`src/rtl/dual_port_memory.sv`:
```
// rtl/dual_port_memory.sv - true dual-port synchronous RAM, registered read-first outputs
//
// Purpose:
//   2**ADDR x DATA storage with two independent read/write ports on one clock.
//   Both ports read on every clock edge and show the data one cycle later.
//   By default reads return the contents from before that edge's writes.
//   If both ports write one address in the same cycle, port A's data is kept.
//
// Build option:
//   MEMORY_WRITE_FORWARD_EN - when defined, a port that reads an address
//   being written in the same cycle (by either port) returns the new data.
//   Port A's data takes precedence when both ports write that address.
//   Array write behaviour is the same in both builds.
//
// Ports:
//   clk     in   rising-edge clock
//   rst_n   in   asynchronous active-low reset; clears a_dout/b_dout and blocks writes
//   a_wr    in   port A write enable
//   a_addr  in   port A address [ADDR-1:0]
//   a_din   in   port A write data [DATA-1:0]
//   a_dout  out  port A registered read data [DATA-1:0]
//   b_wr    in   port B write enable
//   b_addr  in   port B address [ADDR-1:0]
//   b_din   in   port B write data [DATA-1:0]
//   b_dout  out  port B registered read data [DATA-1:0]

module dual_port_memory #(
  parameter int ADDR = 4,
  parameter int DATA = 8
) (
  input  logic            clk,
  input  logic            rst_n,
  input  logic            a_wr,
  input  logic [ADDR-1:0] a_addr,
  input  logic [DATA-1:0] a_din,
  output logic [DATA-1:0] a_dout,
  input  logic            b_wr,
  input  logic [ADDR-1:0] b_addr,
  input  logic [DATA-1:0] b_din,
  output logic [DATA-1:0] b_dout
);

  localparam int DEPTH = 1 << ADDR;

  logic [DATA-1:0] mem [DEPTH];
  logic [DATA-1:0] a_rd;
  logic [DATA-1:0] b_rd;

  // The array has no reset, so its contents survive rst_n.
  // rst_n is still tested here so that no write can land while reset is held.
  // Port B's write is issued first and port A's second.
  // On an address collision the later assignment (port A) is the one that sticks.
  always_ff @(posedge clk) begin
    if (rst_n) begin
      if (b_wr == 1'b1) begin
        mem[b_addr] <= b_din;
      end
      if (a_wr == 1'b1) begin
        mem[a_addr] <= a_din;
      end
    end
  end

  // Select the next read word for each port.
  always_comb begin
    a_rd = mem[a_addr];
    b_rd = mem[b_addr];
`ifdef MEMORY_WRITE_FORWARD_EN
    // Port B is checked first so that port A's data overrides it on a double write.
    if (b_wr == 1'b1 && b_addr == a_addr) begin
      a_rd = b_din;
    end
    if (a_wr == 1'b1) begin
      a_rd = a_din;
    end
    if (b_wr == 1'b1) begin
      b_rd = b_din;
    end
    if (a_wr == 1'b1 && a_addr == b_addr) begin
      b_rd = a_din;
    end
`endif
  end

  always_ff @(posedge clk or negedge rst_n) begin
    if (!rst_n) begin
      a_dout <= '0;
      b_dout <= '0;
    end else begin
      a_dout <= a_rd;
      b_dout <= b_rd;
    end
  end

endmodule

```
`config.mk`:
```
export PLATFORM = sky130hd
export DESIGN_NAME = dual_port_memory
export DESIGN_NICKNAME = d
export VERILOG_FILES = /design/src/rtl/dual_port_memory.sv
export SDC_FILE = /design/constraint.sdc
export NUM_CORES = 1
export LEC_CHECK = 0
export BUFFER_PORTS_ARGS = -buffer_cell sky130_fd_sc_hd__clkbuf_2
export CAP_MARGIN = 20
export CORE_UTILIZATION = 55
export CTS_BUF_LIST = sky130_fd_sc_hd__clkbuf_8
export CTS_CLUSTER_SIZE = 30
export DETAILED_ROUTE_END_ITERATION = 12
export MAX_ROUTING_LAYER = met4
export PLACE_DENSITY = 0.76
export SETUP_SLACK_MARGIN = 0.15
export SYNTH_ARGS = -nofsm -noshare
export SYNTH_HDL_FRONTEND = slang
export SYNTH_SLANG_ARGS = --single-unit
```
`constraint.sdc`:
```
create_clock -name clk -period 1.45 [get_ports clk]
set_clock_uncertainty 0.15 [all_clocks]
set_input_delay 0.0725 -clock clk [delete_from_list [all_inputs] [get_ports clk]]
set_output_delay 0.0725 -clock clk [all_outputs]
set_load 0.05 [all_outputs]
```
; Word level (Yosys, flattened, before mapping)
; Memories as Yosys holds them, arrays and structs flattened. A register that Yosys moved wholly into a read port is not among the register bits.
; Cells that the tools add are included.
[classes]
mux = 6
n_reduce_logical = 2
[ops]
columns = operator, n
row1 = $mux W1, 6
row2 = $logic_not A1 Y1, 2
[word_totals]
register_bits = 0
mem_bits_rw = 128
in_bits = 28
out_inout_bits = 16
wordCells = 9
mem_count = 1
[mem_list]
columns = memory, words, word_bits, read_ports, rd_ports_with_merged_regs, wr, line
row1 = mem, 16, 8, 2, 2, 2, 45  ; logic [DATA-1:0] mem [DEPTH];

; Longest topological paths before layout
; Gate-level depths: netlist of run 1.
[depth]
ltp_word = 3
mapped_depth = 6

; Worst setup path before layout of run 1
; No wires, ideal clock.
[synth_timing]
path_type = input to register
start = input port b_addr[0]
end = memory mem[4][0] (enable)
arrival_ns = 1.515
path_slack_ns = -0.599
path_stages = 4
cell_sequence = buf_2 buf_2 or3_1 o21ai_0
[synth_rtl]
columns = item, line
row1 = "start, declared", 38  ; input logic [ADDR-1:0] b_addr,
row2 = "end, declared", 45

==> results.ini, run 1 <==
[critical_path]
cp_slowest_cell = mux4_2
crit_path_end_kind = flip-flop
worstSetupStartpointType = flip-flop
required_ns = 1.66
critPathKind = flip-flop to flip-flop
path_cells = mux4_2 > a22oi_1 > buf_4 > nand2_2
path_max_fanout = 2
cp.arrival_ns = 1.79
cpPeakStageDelay_ns = 0.54
cp_num_buf_inv = 1
reg2reg_slack_ns = -0.13
critical_path.top_delay_family = multiplexers

[drt]
drt-met1-wl_mm = 8.91
dr_total_vias = 5264
wl_mm = 22.2
via_per_inst = 6.85
top_layer_used = met4
firstDrtPassIters = 5
drc = 0
wl_met2_mm = 10.4
drtIter0Drc = 651
postRouteAntennaNets = 0
wire_per_inst_um = 28.9
wl_met3_mm = 2.18

[yosys]
synth_simple_gate_area_share = 0.0438
yosysUniqueCellTypes = 25
synth_area_um2 = 8030
avgSynthCellArea_um2 = 16.4
synthMuxAreaShare = 0.359
synth_nets = 518
ys_seq_area_frac = 0.529
synth_warnings = 0
synthAdderAreaFrac = 0
synth_xor_area_frac = 0
synth_cells = 490
synth-seq-cells = 144
synth_top_family_by_area = multiplexers
synth_compound_area_frac = 0.0416

[sta]
setup_viol = 16
tightest_slew_ns = 1.00
min_period_over_period = 1.09
slew_headroom = 0.328
period_needed_ns = 1.58
worst_slack_ns = -0.132
rsz0062_at_grt = true
holdWs_ns = 0.0869
tns_ns = -1.43
max_freq_mhz = 632
hold_viol = 0
drv_slew = 0

[layout]
fillCellCount = 864
fin_nets = 603
drive_gt1_frac = 0.679
register_area_um2 = 4240
syn_to_final_growth_pct = 24.9
multiInputGateArea_um2 = 4030
n_antenna_cell = 0
postLayoutCellArea_um2 = 10000

[grt]
overflow = 0
antenna_found_initial = 0
grt_pass1_vias = 5213
grt_first_pass_wirelength_mm = 32.6
grtUsageTotal = 0.327
grt_max_degree = 17

[clock_network]
cts.clk_slew.worst_paths_ns = 0.10
cts_buffers = 17
cts.sinks = 144
htreeDepth = 4
tritoncts = done
clockBufferDepth = 2
clk-insertion-delay-late_ns = 0.48
ctsRootBufferMaster = clkbuf_8

[floorplanning]
die_h_um = 123
coreArea_um2 = 14000
std_cell_rows = 43
start_util = 0.572
die_x_um = 123
ios = 44
die-area_um2 = 15100

[power_and_ir_drop]
leakage_nw = 3.49
pwr-share-seq = 0.496
clock_power_share = 0.337
power_density_nw_per_um2 = 950
p_switching_mw = 2.61
p_int_mw = 6.92
switching_share = 0.274
irDropWorstVdd_mv = 0.520
power_frac_comb = 0.167

[placement]
port_buffers = 43
dp_hpwl_mm = 15.7
place_congestion = 0.964
dpl_cell_area_um2 = 9480

[run_status]
status = finished with violations
violations = setup timing

[flow_run]
cap_violations = 0

[worst_hold_path]
hp-class = input port to flip-flop

==> power groups by stage <==
stage / clock network, mW / registers, mW / logic (mW)
final: 3.21 / 4.72 / 1.59
after global routing: 3.39 / 4.73 / 1.66
after floorplan: 0 / 4.98 / 0.844
after detailed placement: 0 / 4.81 / 1.49
after global placement: 0 / 4.80 / 1.47
after CTS: 3.22 / 4.72 / 1.55
==> area by class of cell <==
class | count | share of cell area
multi-input combinational | 297 | 0.402
clock buffer | 17 | 0.0233
sequential | 144 | 0.423
tap | 180 | 0.0225
timing repair buffer | 115 | 0.113
clock inverter | 15 | 0.0159
==> per-stage QoR <==
step	total power [mW]	worst slack [ns]	util	instances
after floorplan	5.82	-0.174	-	490
final	9.52	-0.132	0.714	768
after global routing	9.78	-0.145	0.714	768
after detailed placement	6.31	-0.284	0.675	735
after global placement	6.27	-0.272	0.675	735
after CTS	9.49	-0.114	0.710	768
==> cells in the final DEF (no fill, tap or decap), types with 6 or more instances in the layout <==
cell,instances
a22oi_1,16
a22oi_2,16
buf_12,26
buf_4,55
clkbuf_2,27
clkbuf_8,18
dfrtp_1,16
edfxtp_1,128
mux2_2,96
mux2_4,32
mux4_2,64
nand2_1,11
nand2_2,9
nor2_2,6
o21ai_4,6
==> sequential cells by signal (all words and copies together), names as in the netlist <==
name and count:
b_dout 8, mem 128, a_dout 8
==> cells by family (layout without fill, tap and decap cells) <==
kind of cell | Yosys count | in the layout
DFF | 144 | 144
and+or+nand+nor | 57 | 57
AOI/OAI and AO/OA | 48 | 48
buffers and inverters | 49 | 147
muxes | 192 | 192
==> cells in the mapped netlist, drive strengths merged <==
| cell type | count | area (um^2) |
|---|---|---|
| a22oi | 32 | 240 |
| and2 | 2 | 12.5 |
| and4bb | 1 | 12.5 |
| buf | 26 | 129 |
| clkbuf | 23 | 86.3 |
| dfrtp | 16 | 400 |
| edfxtp | 128 | 3840 |
| mux2 | 128 | 1440 |
| mux4 | 64 | 1440 |
| nand2 | 20 | 75.1 |
| nand2b | 7 | 43.8 |
| nand4 | 2 | 18.8 |
| nand4b | 4 | 65.1 |
| nor2 | 12 | 67.6 |
| nor2b | 5 | 31.3 |
| o21ai | 6 | 30.0 |
| o21bai | 1 | 7.51 |
| o22ai | 9 | 56.3 |
| or2 | 1 | 6.26 |
| or3 | 3 | 18.8 |
==> path summary, 6_finish.rpt <==
check,startpoint,to,depth (start not counted)
setup / recovery,mem[7][4],a_dout[4],4
hold / removal,b_din[5],mem[3][5],2
setup reg to reg,mem[7][4],a_dout[4],4
hold reg to reg,mem[14][4],a_dout[4],3
max in group asynchronous,rst_n,a_dout[1],3
min in group asynchronous,rst_n,a_dout[6],3
==> routing by layer <==
| layer | global-route usage | up-vias |
|---|---|---|
| li1 | - | 2186 |
| met1 | 0.446 | 2689 |
| met3 | 0.0739 | 46 |
| met2 | 0.479 | 343 |
| met5 | - | - |
| met4 | 0.128 | 0 |
==> what timing repair did <==
action	in CTS	in global routing
resized for setup	25	33
setup buffers	0	0
pin swaps	0	5
setup endpoints to repair	24	33
hold endpoints to repair	16	0
hold buffers	1	0
(Power assumes the default switching activity.)
==> inputs of run 2 (changes only) <==
- ABC_AREA: not set -> 1
==> run 2 against run 1 <==
  * The flow now finishes without violations
  * Worst hold slack got worse by 0.043 ns
  * Sequential share of layout area fell by 3.4 points
  * Non-clock buffer count rose by 22
  * Global-route usage rose by 6.2 points
  * Setup slack improved by 0.30 ns
  * Die area rose by 9.0%
  * Combinational power rose by 18%
  * Critical path type is now flip-flop to output port
  * Largest cell class is now multi-input gates
  * Highest routed layer unchanged
==> results.ini, run 2 <==
[clock_network]
htreeDepth = 4  ; unchanged
cts.clk_slew.worst_paths_ns = 0.08  ; -0.02 ns
cts.sinks = 144  ; unchanged
clockBufferDepth = 2  ; unchanged
ctsRootBufferMaster = clkbuf_8
tritoncts = done
clk-insertion-delay-late_ns = 0.47  ; about the same
cts_buffers = 17  ; unchanged

[grt]
antenna_found_initial = 0  ; unchanged
overflow = 0  ; unchanged
grt_max_degree = 33  ; +16
grtUsageTotal = 0.389  ; +0.0619
grt_first_pass_wirelength_mm = 44.9  ; +38%
grt_pass1_vias = 8021  ; +54%

[flow_run]
cap_violations = 0  ; unchanged

[power_and_ir_drop]
clock_power_share = 0.353  ; +0.016
power_frac_comb = 0.183  ; +0.016
pwr-share-seq = 0.464  ; -0.032
power_density_nw_per_um2 = 935  ; -1.6%
irDropWorstVdd_mv = 0.685  ; +32%
switching_share = 0.291  ; +0.0172
leakage_nw = 5.42  ; +55%
p_int_mw = 7.23  ; +4.5%
p_switching_mw = 2.97  ; +14%

[layout]
syn_to_final_growth_pct = 24.4
fin_nets = 1374  ; +130%
layout_commonest_cell = nand2_1
largest_register = mem
n_antenna_cell = 0  ; unchanged
final_cell_mix = 803 x nand2_1, 128 x edfxtp_1, 120 x o21ai_0, 70 x buf_4, 44 x inv_1
drive_gt1_frac = 0.171  ; -0.508
reg_top3 = mem: 128 flops, a_dout: 8 flops, b_dout: 8 flops
fillCellCount = 1237  ; +43%
largest_reg_flops = 128  ; unchanged
instances_no_fill = 1570  ; +100%
postLayoutCellArea_um2 = 10900  ; +8.7%

[sta]
worst_slack_ns = 0.169  ; +0.301 ns
period_needed_ns = 1.28  ; -0.301 ns
max_freq_mhz = 781  ; +23%
tns_ns = 0  ; +1.43 ns
setup_viol = 0  ; -16
holdWs_ns = 0.0442  ; -0.0427 ns
rsz0062_at_grt = true
tightest_slew_ns = 0.673  ; -0.331 ns
slew_headroom = 0.551  ; +0.223
min_period_over_period = 0.883  ; -0.207
hold_viol = 0  ; unchanged
drv_slew = 0  ; unchanged

[critical_path]
worstSetupStartpointType = flip-flop
path_cells = clkbuf_4
cp_num_buf_inv = 1  ; unchanged
critical_path.top_delay_family = flip-flops
cp.arrival_ns = 1.06  ; -0.73 ns
cp_slowest_cell = dfrtp_1
required_ns = 1.23  ; -0.43 ns
cpPeakStageDelay_ns = 0.38  ; -0.16 ns
worstReg2RegStart = mem[8][2]
crit_start = a_dout[2]
path_max_fanout = 1  ; -1
crit_path_end_kind = output port
critPathKind = flip-flop to output port

[drt]
via_per_inst = 5.57  ; -19%
dr_total_vias = 8750  ; +66%
firstDrtPassIters = 8  ; +3
drc = 0  ; unchanged
drtIter0Drc = 1171  ; +80%
wire_per_inst_um = 18.7  ; -35%
wl_mm = 29.4  ; +32%
postRouteAntennaNets = 0  ; unchanged

[floorplanning]
die_x_um = 128  ; +4.4%
ios = 44  ; unchanged
die_h_um = 128  ; +4.4%
coreArea_um2 = 15400  ; +9.5%
start_util = 0.570  ; -0.00172
std_cell_rows = 45  ; +4.7%
die-area_um2 = 16400  ; +9.0%

[placement]
place_congestion = 1.00  ; +4.0%
dp_hpwl_mm = 19.9  ; +27%
dpl_cell_area_um2 = 10300  ; +8.7%
dp_cells = 1529  ; +110%
port_buffers = 43  ; unchanged
place_ws_ns = -0.309  ; -0.0257 ns

[yosys]
yosys.area.top_type_share = 0.439  ; -0.0401
ys_seq_area_frac = 0.484  ; -0.0442
synth_cells = 1277  ; +160%
synth_common_cells = 841 x nand2_1, 128 x edfxtp_1, 126 x o21ai_0
ys.flop_type = edfxtp_1
async_reset_ff_frac = 0.111  ; unchanged
synth_top_area_cell = edfxtp_1
synth.area.top_cells = edfxtp_1 44%, nand2_1 36%, o21ai_0 7.2%
yosysUniqueCellTypes = 15  ; -40%
yosysMostFrequentCell = nand2_1
synth_edf_count = 128  ; unchanged
synth_nets = 1305  ; +150%
synth-seq-cells = 144  ; unchanged
synth_warnings = 0  ; unchanged
avgSynthCellArea_um2 = 6.86  ; -58%
synth_area_um2 = 8760  ; +9.1%

[run_status]
status = completed

[worst_hold_path]
hp-start = b_addr[3]
hp-class = input port to flip-flop

[run 2: what timing repair did]
item,4_1_cts,5_1_grt
hold buffers,5,0
buffers inserted,0,4
resized for setup,11,41
setup endpoints to repair,11,55
hold endpoints to repair,39,0
pin swaps,0,13
[run 2: worst reg2reg max path, stage by stage, from the launching register on]
cell      delay, ns
edfxtp_1       0.42
nand2_1        0.09
nand2_1        0.07
nand2_1        0.06
nand2_1        0.06
nand2_1        0.10
nand2_2        0.08
inv_1          0.06
nand2_1        0.07
[run 2: routing by layer]
| layer | track usage | share of wire | wire length, um | up-vias |
|---|---|---|---|---|
| met5 | - | 0 | 0 | - |
| met4 | 0.179 | 0.044 | 1310 | 0 |
| met3 | 0.0609 | 0.099 | 2930 | 102 |
| met2 | 0.615 | 0.47 | 13800 | 505 |
| met1 | 0.492 | 0.39 | 11400 | 3978 |
| li1 | - | - | - | 4165 |
[run 2: area by class of cell]
type | instances | area, um^2 | share of cell area
Multi-Input combinational cell | 994 | 4380 | 0.402
Clock inverter | 13 | 180 | 0.0165
Clock buffer | 19 | 262 | 0.0240
Tap cell | 211 | 264 | 0.0242
Inverter | 52 | 208 | 0.0191
Timing Repair Buffer | 137 | 1360 | 0.125
Sequential cell | 144 | 4240 | 0.389
[run 2: kinds of logic after synthesis]
group	count (synthesis)	share of synthesized area
AO/OA/AOI/OAI	144	0.0868
buffers and inverters	139	0.0617
flip-flops	144	0.484
AND/OR/NAND/NOR	850	0.367
[run 2: path summary, 6_finish.rpt]
check                       endpoint  slack [ns]  cells past startpoint
max                        a_dout[2]        0.17                      1
min                        b_dout[4]        0.04                      7
max reg2reg                b_dout[2]        0.17                      8
min reg2reg                b_dout[4]        0.60                      8
max in group asynchronous  b_dout[0]        0.91                      3
min in group asynchronous  a_dout[0]        0.06                      3
[run 2: through the flow]
| stage | power [mW] | util |
|---|---|---|
| finish | 10.2 | 0.709 |
| global route | 10.5 | 0.709 |
| CTS | 10.1 | 0.704 |
| detailed placement | 6.58 | 0.670 |
| global placement | 6.55 | 0.670 |
| floorplan | 5.93 | - |
[run 2: power groups by stage]
stage               Clock [mW]  Sequential [mW]  Combinational [mW]
floorplan                    0             4.98               0.949
global placement             0             4.81                1.74
detailed placement           0             4.82                1.77
CTS                       3.61             4.72                1.81
global route              3.77             4.74                2.02
finish                    3.60             4.73                1.87
==> inputs of run 3 (changes only) <==
- RECOVER_POWER: not set -> 100
==> run 3 against run 2 <==
  * Highest routed layer unchanged
  * Cell area fell by 2.9%
  * Via count fell by 0.78%
  * Sequential share of layout area rose by 1.2 points
==> results.ini, run 3 (synthesis gave the netlist of run 2 again) <==
[run_status]
status = completed

[critical_path]
critPathKind = input port to flip-flop
path_max_fanout = 8  ; +7
required_ns = 1.41  ; +0.18 ns
worstSetupStartpointType = input port
reg2reg_slack_ns = 0.16  ; about the same
crit_path_end_kind = flip-flop
cp.arrival_ns = 1.33  ; +0.27 ns

[floorplanning]
die-area_um2 = 16400  ; unchanged
start_util = 0.570  ; unchanged
die_h_um = 128  ; unchanged
die_x_um = 128  ; unchanged
ios = 44  ; unchanged
coreArea_um2 = 15400  ; unchanged
std_cell_rows = 45  ; unchanged

[sta]
setup_viol = 0  ; unchanged
holdWs_ns = 0.0470  ; +0.00285 ns
drv_slew = 0  ; unchanged
rsz0062_at_grt = true
period_needed_ns = 1.37  ; +0.0879 ns
min_period_over_period = 0.944  ; +0.0606
worst_slack_ns = 0.0812  ; -0.0879 ns
hold_viol = 0  ; unchanged
slew_headroom = 0.559  ; +0.00797
max_freq_mhz = 731  ; -6.4%
tightest_slew_ns = 0.661  ; -0.0120 ns

[clock_network]
cts.sinks = 144  ; unchanged
cts_buffers = 17  ; unchanged
ctsRootBufferMaster = clkbuf_8
clk-insertion-delay-late_ns = 0.47  ; about the same
cts.clk_slew.worst_paths_ns = 0.08  ; about the same
htreeDepth = 4  ; unchanged
clockBufferDepth = 2  ; unchanged
tritoncts = done

[placement]
place_congestion = 1.00  ; unchanged
port_buffers = 43  ; unchanged
dp_hpwl_mm = 19.9  ; unchanged
place_ws_ns = -0.309  ; unchanged

[drt]
postRouteAntennaNets = 0  ; unchanged
firstDrtPassIters = 6  ; -2
drc = 0  ; unchanged
wire_per_inst_um = 18.7  ; about the same
via_per_inst = 5.53  ; -0.78%
wl_mm = 29.4  ; about the same
dr_total_vias = 8682  ; -0.78%
drtIter0Drc = 1105  ; -5.6%

[grt]
grt_max_degree = 33  ; unchanged
overflow = 0  ; unchanged
grt_pass1_vias = 8021  ; unchanged
antenna_found_initial = 0  ; unchanged
grt_first_pass_wirelength_mm = 44.9  ; unchanged
grtUsageTotal = 0.389  ; unchanged

[flow_run]
cap_violations = 0  ; unchanged

[layout]
largest_register = mem
fin_nets = 1374  ; unchanged
layout_commonest_cell = nand2_1
largest_reg_flops = 128  ; unchanged
reg_top3 = mem: 128 flops, a_dout: 8 flops, b_dout: 8 flops
final_cell_mix = 822 x nand2_1, 128 x edfxtp_1, 121 x o21ai_0, 49 x clkbuf_2, 47 x inv_1
drive_gt1_frac = 0.144  ; -0.0265
n_antenna_cell = 0  ; unchanged
syn_to_final_growth_pct = 20.8

[worst_hold_path]
hp-class = input port to flip-flop

[power_and_ir_drop]
leakage_nw = 5.30  ; -2.2%
power_density_nw_per_um2 = 955  ; +2.1%
irDropWorstVdd_mv = 0.686  ; +0.19%
finalPower_mw = 10.1  ; -0.87%

[run 3: cell count changes in the layout (fill, tap and decap cells not counted), sizes merged]
cell,before,now
clkbuf,50,82
buf,101,69
[run 3: power breakdown]
part	total [mW]	switching [mW]	internal [mW]
Combinational	1.78	1.25	0.533
Clock	3.59	1.62	1.97
Sequential	4.72	0.0614	4.66
Total	10.1	2.93	7.17
[run 3: through the flow]
step / TNS, ns / utilization / area (um^2) / std cells
CTS: 0 / 0.704 / 10800 / 1566
finish: 0 / 0.688 / 10600 / 1570
global placement: -34.03 / 0.670 / 10300 / 1529
detailed placement: -37.67 / 0.670 / 10300 / 1529
global route: 0 / 0.688 / 10600 / 1570
floorplan: 0 / - / 9390 / 1277
[run 3: per-layer routing]
metal / up-vias / track usage / part of all wire / wire length [um]
met5: - / - / 0 / 0
met4: 0 / 0.179 / 0.044 / 1300
met3: 97 / 0.0609 / 0.10 / 3020
met2: 504 / 0.615 / 0.47 / 13800
met1: 3918 / 0.492 / 0.38 / 11300
li1: 4163 / - / - / -
[run 3: layout make-up]
type                            count  area [um^2]
Clock buffer                       19          262
Sequential cell                   144         4240
Timing Repair Buffer              137         1190
Tap cell                          211          264
Multi-Input combinational cell    994         4230
Clock inverter                     13          180
Fill cell                        1299         4790
Inverter                           52          208
[run 3: repair_timing]
action,4_1_cts,5_1_grt
pin swaps,0,13
hold buffers,5,0
resized for setup,11,41
setup buffers,0,4
hold endpoints to repair,39,0
endpoints found under the setup margin,11,55
[run 3: path summary, 6_finish.rpt]
path                       startpoint        end  cells after the start
max in group asynchronous       rst_n  b_dout[0]                      3
min reg2reg                 mem[1][4]  b_dout[4]                      8
max reg2reg                mem[11][7]  b_dout[7]                      8
max                             rst_n  mem[5][4]                      4
min in group asynchronous       rst_n  a_dout[0]                      3
min                          a_din[1]  mem[3][1]                      4
[run 3: worst max-delay path, stage by stage]
cell and delay [ns]:
clkbuf_1 0.26, nand2_1 0.19, clkbuf_2 0.28, o31ai_4 0.52
